==> config.mk <==
export PLATFORM = sky130hd
export DESIGN_NAME = alu_issue_stage
export DESIGN_NICKNAME = d
export VERILOG_FILES = /design/src/rtl/alu_issue_stage.sv
export SDC_FILE = /design/constraint.sdc
export NUM_CORES = 1
export LEC_CHECK = 0
export BUFFER_PORTS_ARGS = -buffer_cell sky130_fd_sc_hd__buf_2
export CAP_MARGIN = 10
export CORE_ASPECT_RATIO = 0.8
export CORE_MARGIN = 2
export CORE_UTILIZATION = 40
export DETAILED_ROUTE_END_ITERATION = 12
export GPL_TIMING_DRIVEN = 0
export PLACE_DENSITY = 0.75
export SETUP_SLACK_MARGIN = 0.3
export SKIP_LAST_GASP = 1
export SLEW_MARGIN = 30
export SYNTH_ARGS = -nofsm -noshare
export SYNTH_HDL_FRONTEND = slang
export SYNTH_SLANG_ARGS = --single-unit
==> constraint.sdc <==
create_clock -name clk -period 1.63 [get_ports clk]
set_input_delay 0.0815 -clock clk [delete_from_list [all_inputs] [get_ports clk]]
set_output_delay 0.0815 -clock clk [all_outputs]
set_load 0.005 [all_outputs]
==> src/rtl/alu_issue_stage.sv <==
// ID/EX issue register for the ALU: resolves operand forwarding, picks operand B,
// decodes ALUOp/funct into the ALU control code and holds the result behind a valid/ready handshake.
module alu_issue_stage #(
    parameter int DATA_W = 32,
    parameter bit FWD_EN = 1'b1
) (
    input  logic              clk,
    input  logic              rst_n,
    input  logic              in_valid,
    output logic              in_ready,
    input  logic [DATA_W-1:0] in_rs_val,
    input  logic [DATA_W-1:0] in_rt_val,
    input  logic [DATA_W-1:0] in_imm,
    input  logic [4:0]        in_rs_addr,
    input  logic [4:0]        in_rt_addr,
    input  logic              in_alu_src,
    input  logic [1:0]        in_alu_op,
    input  logic [5:0]        in_funct,
    input  logic              exm_reg_write,
    input  logic [4:0]        exm_rd,
    input  logic [DATA_W-1:0] exm_value,
    input  logic              wb_reg_write,
    input  logic [4:0]        wb_rd,
    input  logic [DATA_W-1:0] wb_value,
    input  logic              flush,
    output logic              out_valid,
    input  logic              out_ready,
    output logic [DATA_W-1:0] alu_reg_1,
    output logic [DATA_W-1:0] alu_reg_2,
    output logic [3:0]        alu_control,
    output logic [DATA_W-1:0] store_data,
    output logic              illegal_op
);

    localparam logic [3:0] CTRL_AND = 4'b0000;
    localparam logic [3:0] CTRL_OR  = 4'b0001;
    localparam logic [3:0] CTRL_ADD = 4'b0010;
    localparam logic [3:0] CTRL_SUB = 4'b0110;
    localparam logic [3:0] CTRL_SLT = 4'b0111;
    localparam logic [3:0] CTRL_NOR = 4'b1100;

    localparam logic [5:0] FUNCT_ADD = 6'b100000;
    localparam logic [5:0] FUNCT_SUB = 6'b100010;
    localparam logic [5:0] FUNCT_AND = 6'b100100;
    localparam logic [5:0] FUNCT_OR  = 6'b100101;
    localparam logic [5:0] FUNCT_SLT = 6'b101010;
    localparam logic [5:0] FUNCT_NOR = 6'b100111;

    // EX/MEM is the younger producer, so it shadows MEM/WB; $zero is never forwarded.
    function automatic logic [DATA_W-1:0] fwd_operand(
        input logic [4:0]        src_addr,
        input logic [DATA_W-1:0] rf_val,
        input logic              exm_we,
        input logic [4:0]        exm_dst,
        input logic [DATA_W-1:0] exm_val,
        input logic              wb_we,
        input logic [4:0]        wb_dst,
        input logic [DATA_W-1:0] wb_val
    );
        logic [DATA_W-1:0] result;
        result = rf_val;
        if (FWD_EN && (src_addr != 5'd0)) begin
            if (exm_we && (exm_dst == src_addr)) begin
                result = exm_val;
            end else if (wb_we && (wb_dst == src_addr)) begin
                result = wb_val;
            end
        end
        return result;
    endfunction

    // Returns {illegal, control}.
    function automatic logic [4:0] decode_ctrl(
        input logic [1:0] alu_op,
        input logic [5:0] funct
    );
        logic [3:0] ctrl;
        logic       illegal;
        ctrl    = CTRL_AND;
        illegal = 1'b0;
        case (alu_op)
            2'b00: ctrl = CTRL_ADD;
            2'b01: ctrl = CTRL_SUB;
            2'b11: ctrl = CTRL_OR;
            default: begin
                case (funct)
                    FUNCT_ADD: ctrl = CTRL_ADD;
                    FUNCT_SUB: ctrl = CTRL_SUB;
                    FUNCT_AND: ctrl = CTRL_AND;
                    FUNCT_OR:  ctrl = CTRL_OR;
                    FUNCT_SLT: ctrl = CTRL_SLT;
                    FUNCT_NOR: ctrl = CTRL_NOR;
                    default: begin
                        ctrl    = CTRL_AND;
                        illegal = 1'b1;
                    end
                endcase
            end
        endcase
        return {illegal, ctrl};
    endfunction

    logic              out_valid_q,   out_valid_d;
    logic [DATA_W-1:0] alu_reg_1_q,   alu_reg_1_d;
    logic [DATA_W-1:0] alu_reg_2_q,   alu_reg_2_d;
    logic [3:0]        alu_control_q, alu_control_d;
    logic [DATA_W-1:0] store_data_q,  store_data_d;
    logic              illegal_op_q,  illegal_op_d;

    logic              capture;
    logic [DATA_W-1:0] rs_fwd;
    logic [DATA_W-1:0] rt_fwd;
    logic [4:0]        dec;

    always_comb begin
        in_ready = !out_valid_q || out_ready;
        capture  = in_valid && in_ready && !flush;

        rs_fwd = fwd_operand(in_rs_addr, in_rs_val, exm_reg_write, exm_rd, exm_value,
                             wb_reg_write, wb_rd, wb_value);
        rt_fwd = fwd_operand(in_rt_addr, in_rt_val, exm_reg_write, exm_rd, exm_value,
                             wb_reg_write, wb_rd, wb_value);
        dec    = decode_ctrl(in_alu_op, in_funct);

        out_valid_d   = out_valid_q;
        alu_reg_1_d   = alu_reg_1_q;
        alu_reg_2_d   = alu_reg_2_q;
        alu_control_d = alu_control_q;
        store_data_d  = store_data_q;
        illegal_op_d  = illegal_op_q;

        // Flush kills both the held entry and anything arriving this cycle.
        if (flush) begin
            out_valid_d = 1'b0;
        end else if (capture) begin
            out_valid_d   = 1'b1;
            alu_reg_1_d   = rs_fwd;
            alu_reg_2_d   = in_alu_src ? in_imm : rt_fwd;
            alu_control_d = dec[3:0];
            store_data_d  = rt_fwd;
            illegal_op_d  = dec[4];
        end else if (out_ready) begin
            out_valid_d = 1'b0;
        end
    end

    always_ff @(posedge clk or negedge rst_n) begin
        if (!rst_n) begin
            out_valid_q   <= 1'b0;
            alu_reg_1_q   <= '0;
            alu_reg_2_q   <= '0;
            alu_control_q <= CTRL_AND;
            store_data_q  <= '0;
            illegal_op_q  <= 1'b0;
        end else begin
            out_valid_q   <= out_valid_d;
            alu_reg_1_q   <= alu_reg_1_d;
            alu_reg_2_q   <= alu_reg_2_d;
            alu_control_q <= alu_control_d;
            store_data_q  <= store_data_d;
            illegal_op_q  <= illegal_op_d;
        end
    end

    assign out_valid   = out_valid_q;
    assign alu_reg_1   = alu_reg_1_q;
    assign alu_reg_2   = alu_reg_2_q;
    assign alu_control = alu_control_q;
    assign store_data  = store_data_q;
    assign illegal_op  = illegal_op_q;

endmodule

==> metrics.md <==
| Metric | Value |
|---|---|
| Status | finished, violations left |
| Failing checks | negative setup slack |
| CP top delay family | simple AND/OR/NAND/NOR gates |
| RSZ-0062 raised after global routing | true |
| Vias after detailed routing | 7183 |
| Largest net degree at the start of global routing | 59 |
| Clock sink count | 102 |
| Predominant post-synthesis flop cell | dfrtp_1 |
| R2R cell count | 8 |
| Slew HR | 58.27% |
| Die Height | 111.0 um |
| Htree depth | 3 |
| RePlAce Congestion | roughly 0.9 |
| VDD IR max | 0.9055 mV |
| Worst-Skew Late Latency | 0.36 ns |
| Final hold vios | 0 |
| Commonest non-fill, non-tap cells in the layout | buf_2, dfrtp_1, nor2_1, o31ai_4, clkbuf_16 |
| Total gr overflow | 0 |
| Via density | 5.912 |
| # diodes | 0 |
| DP Worst Slack | -0.6847 ns |
| CP Buf/Inv Count | 3 |
| Detailed placement HPWL | 18.17 mm |
| Fin crit period | 1.680 ns |
| DRC | 0 |
| Critical path type | reg -> reg |
| PwrDens | 771.7 mW/mm^2 |
| Synthesized Nets | 828 |
| Routed wire per std cell | 23.40 um |
| Crit end category | register |
| Worst Hold End | alu_reg_1[17] |
| Crit Path Max Fanout | 5 |
| Register area share after synthesis | about 45% |
| Period utilization | 103.0% |
| # rows | 39 |
| Synthesized cell area | ~0.0057 sq mm |
| Yosys reg bits | 102 |
| Min-Delay Path Class | in -> reg |
| Share of layout cells above drive strength 1 | 64.11% |
| FF-to-FF Start | out_valid |
| First-pass GRT wire length | 40.70 mm |
| # fillers | 860 |
| Comb power frac | 35.5% |
| Pins Over Slew Limit | 0 |
| CTS tree | built |
| Routed wire length | 28.43 mm |
| Max-Cap Viols | 0 |
| I/O pin count | 299 |
| Max frequency | 595.3 MHz |
| CP Launch Type | register |
| Post-synth cell types | 43 |
| Setup violators final | 58 |
| FF-to-FF End | alu_reg_2[26] |
| Port Buffers | about 300 |
| Clock skew | roughly 0.0075 ns |
| Sw frac | 33.73% |
| Total track usage | 35.75% |
| Sequential share of power | 39.2% |
| Post-Place Cell Area | ~0.0079 sq mm |
| CP Cell Sequence | nor2b_4 > nor3b_4 > buf_6 > clkbuf_16 > clkbuf_16 > and3_4 > a21oi_4 > o31ai_4 |
| Worst Tran Pin Value | 0.6259 ns |
| Fin worst setup slack | -0.04970 ns |
| EDFF count, synth | 0 |
| Hold Startpoint | in_rs_val[17] |
| Post-synth top area share | 44.61% |
| Top cells by area, synth | dfrtp_1, o31ai_1, nor2_1, o21a_1, and3_1 |
| Post-synth ARST share | 100.0% |
| Clock power frac | 25.3% |
| R2R Setup Slk | -0.05 ns |
| Syn_area_per_cell | 9.053 sq um |
| Initial antenna violation count | 0 |
| YS warnings | 0 |
| Critical-path cell with the highest stage delay | dfrtp_1 |
| Hold path cells | 2 |
| Max clock buf depth | 2 |
| Pre-antenna DRT Iters | 5 |
| WP data arrival | a little under 2 ns |
| Post-route design area | 0.01111 sq mm |
| Clk root buf | clkbuf_16 |
| Area leader, netlist | dfrtp_1 |
| Worst-path clk slew | roughly 0.08 ns |
| Cell internal pwr | around 5.7 mW |
| Starting Density | 40.43% |
| Area grow syn2layout | 94.25% |
| Worst EP required | 1.90 ns |
| Detail Route Antenna Nets | 0 |
| Vias in the first global route | 7267 |
| Die area | 0.01528 sq mm |
| Core Box Area | 0.01415 sq mm |
| Mapped Cells | approximately 630 |
| DRT iter0 DRCs | 603 |
| CP most frequent cell | clkbuf_16 |
| Layout net count | 1223 |
| P_leak | 5.104 nW |
| Sw power | 2.893 mW |
| Commonest non-fill, non-tap cell in the layout | buf_2 |
| Die X | 137.7 um |
| CP peak stage delay | 0.39 ns |
| Inserted Clock Buffers | 9 |
==> state kept, by name (all words and copies together), names as in the netlist <==
name and flops:
store_data 32, alu_control 4, alu_reg_1 32, illegal_op 1, alu_reg_2 32, out_valid 1
==> power by group through the flow <==
stage          logic, mW  registers (mW)  clock network (mW)
4_1_cts             2.66            3.27                2.15
3_5_place_dp        1.96            3.26                   0
5_1_grt             3.24            3.40                2.29
6_report            3.05            3.36                2.17
2_1_floorplan      0.902            3.26                   0
3_3_place_gp        1.91            3.25                   0
==> timing repair <==
| item | 4_1_cts | 5_1_grt |
|---|---|---|
| resized for setup | 287 | 120 |
| hold endpoints to repair | 65 | 0 |
| setup endpoints to repair | 101 | 102 |
| hold buffers | 23 | 0 |
| buffers inserted | 29 | 9 |
| pin swaps | 66 | 72 |
| gates cloned | 22 | 3 |
==> per-stage QoR <==
stage / instances / hold WS (ns) / power [mW] / setup TNS [ns] / util [%]
floorplan: 632 / -0.2141 / 4.162 / 0 / -
global placement: 1114 / 0.2712 / 5.164 / -109.66 / 55.70
detailed placement: 1115 / 0.04068 / 5.214 / -45.09 / 55.94
CTS: 1204 / 0.008228 / 8.092 / 0 / 73.39
global route: 1215 / 0.0006175 / 8.926 / -6.147 / 78.54
finish: 1215 / 0.01007 / 8.577 / -1.350 / 78.54
==> layer usage <==
metal,routed length (um),vias to the layer above,track usage [%]
met5,0,-,0
met4,1033,0,12.93
met1,11210,3530,45.40
met3,2368,79,8.230
li1,-,3124,-
met2,13810,450,59.34
==> worst max path at each step <==
stage | startpoint | end | slack [ns] | cells after the start
floorplan | exm_rd[2] | alu_reg_1[15] | 0.06 | 8
global placement | rst_n | alu_reg_1[7] | -0.70 | 1
detailed placement | exm_rd[0] | alu_reg_2[29] | -0.68 | 8
CTS | out_valid | alu_reg_2[11] | 0.0009 | 6
global route | out_valid | alu_reg_2[10] | -0.12 | 8
finish | out_valid | alu_reg_2[26] | -0.05 | 8
==> final cells by class <==
cell class	instances	area (sq um)	area share [%]
Clock buffer	10	239.0	2.150
Sequential cell	102	2552	22.97
Tap cell	184	230.2	2.071
Multi-Input combinational cell	453	4583	41.24
Inverter	25	93.84	0.8443
Clock inverter	5	43.79	0.3940
Timing Repair Buffer	384	2595	23.35
Buffer	52	777.0	6.991
==> cells in the mapped netlist (12+ instances only) <==
cell and count:
nor2_1 88, a21oi_1 36, o22a_1 13, o22ai_1 20
nand2_1 39, clkbuf_1 36, nand2b_1 18, o21a_1 32
dfrtp_1 102, xor2_1 12, o221a_2 13, and3_1 32
inv_1 25, o31ai_1 66, nor3_1 32
==> worst reg2reg max path: cells and delay by family (launching register included) <==
kind | cells | cell delay [ns]
DFF | 1 | 0.39
and+or+nand+nor | 3 | 0.64
AOI/OAI and AO/OA | 2 | 0.09
buffers and inverters | 3 | 0.47
==> kinds of logic after synthesis <==
group,share of synthesized area (%)
AOI/OAI and AO/OA,27.95
xor gates and xnor gates,2.602
buffers and inverters,5.729
DFF,44.61
and+or+nand+nor,19.11
Note: power is estimated with default switching activity, not from simulation.
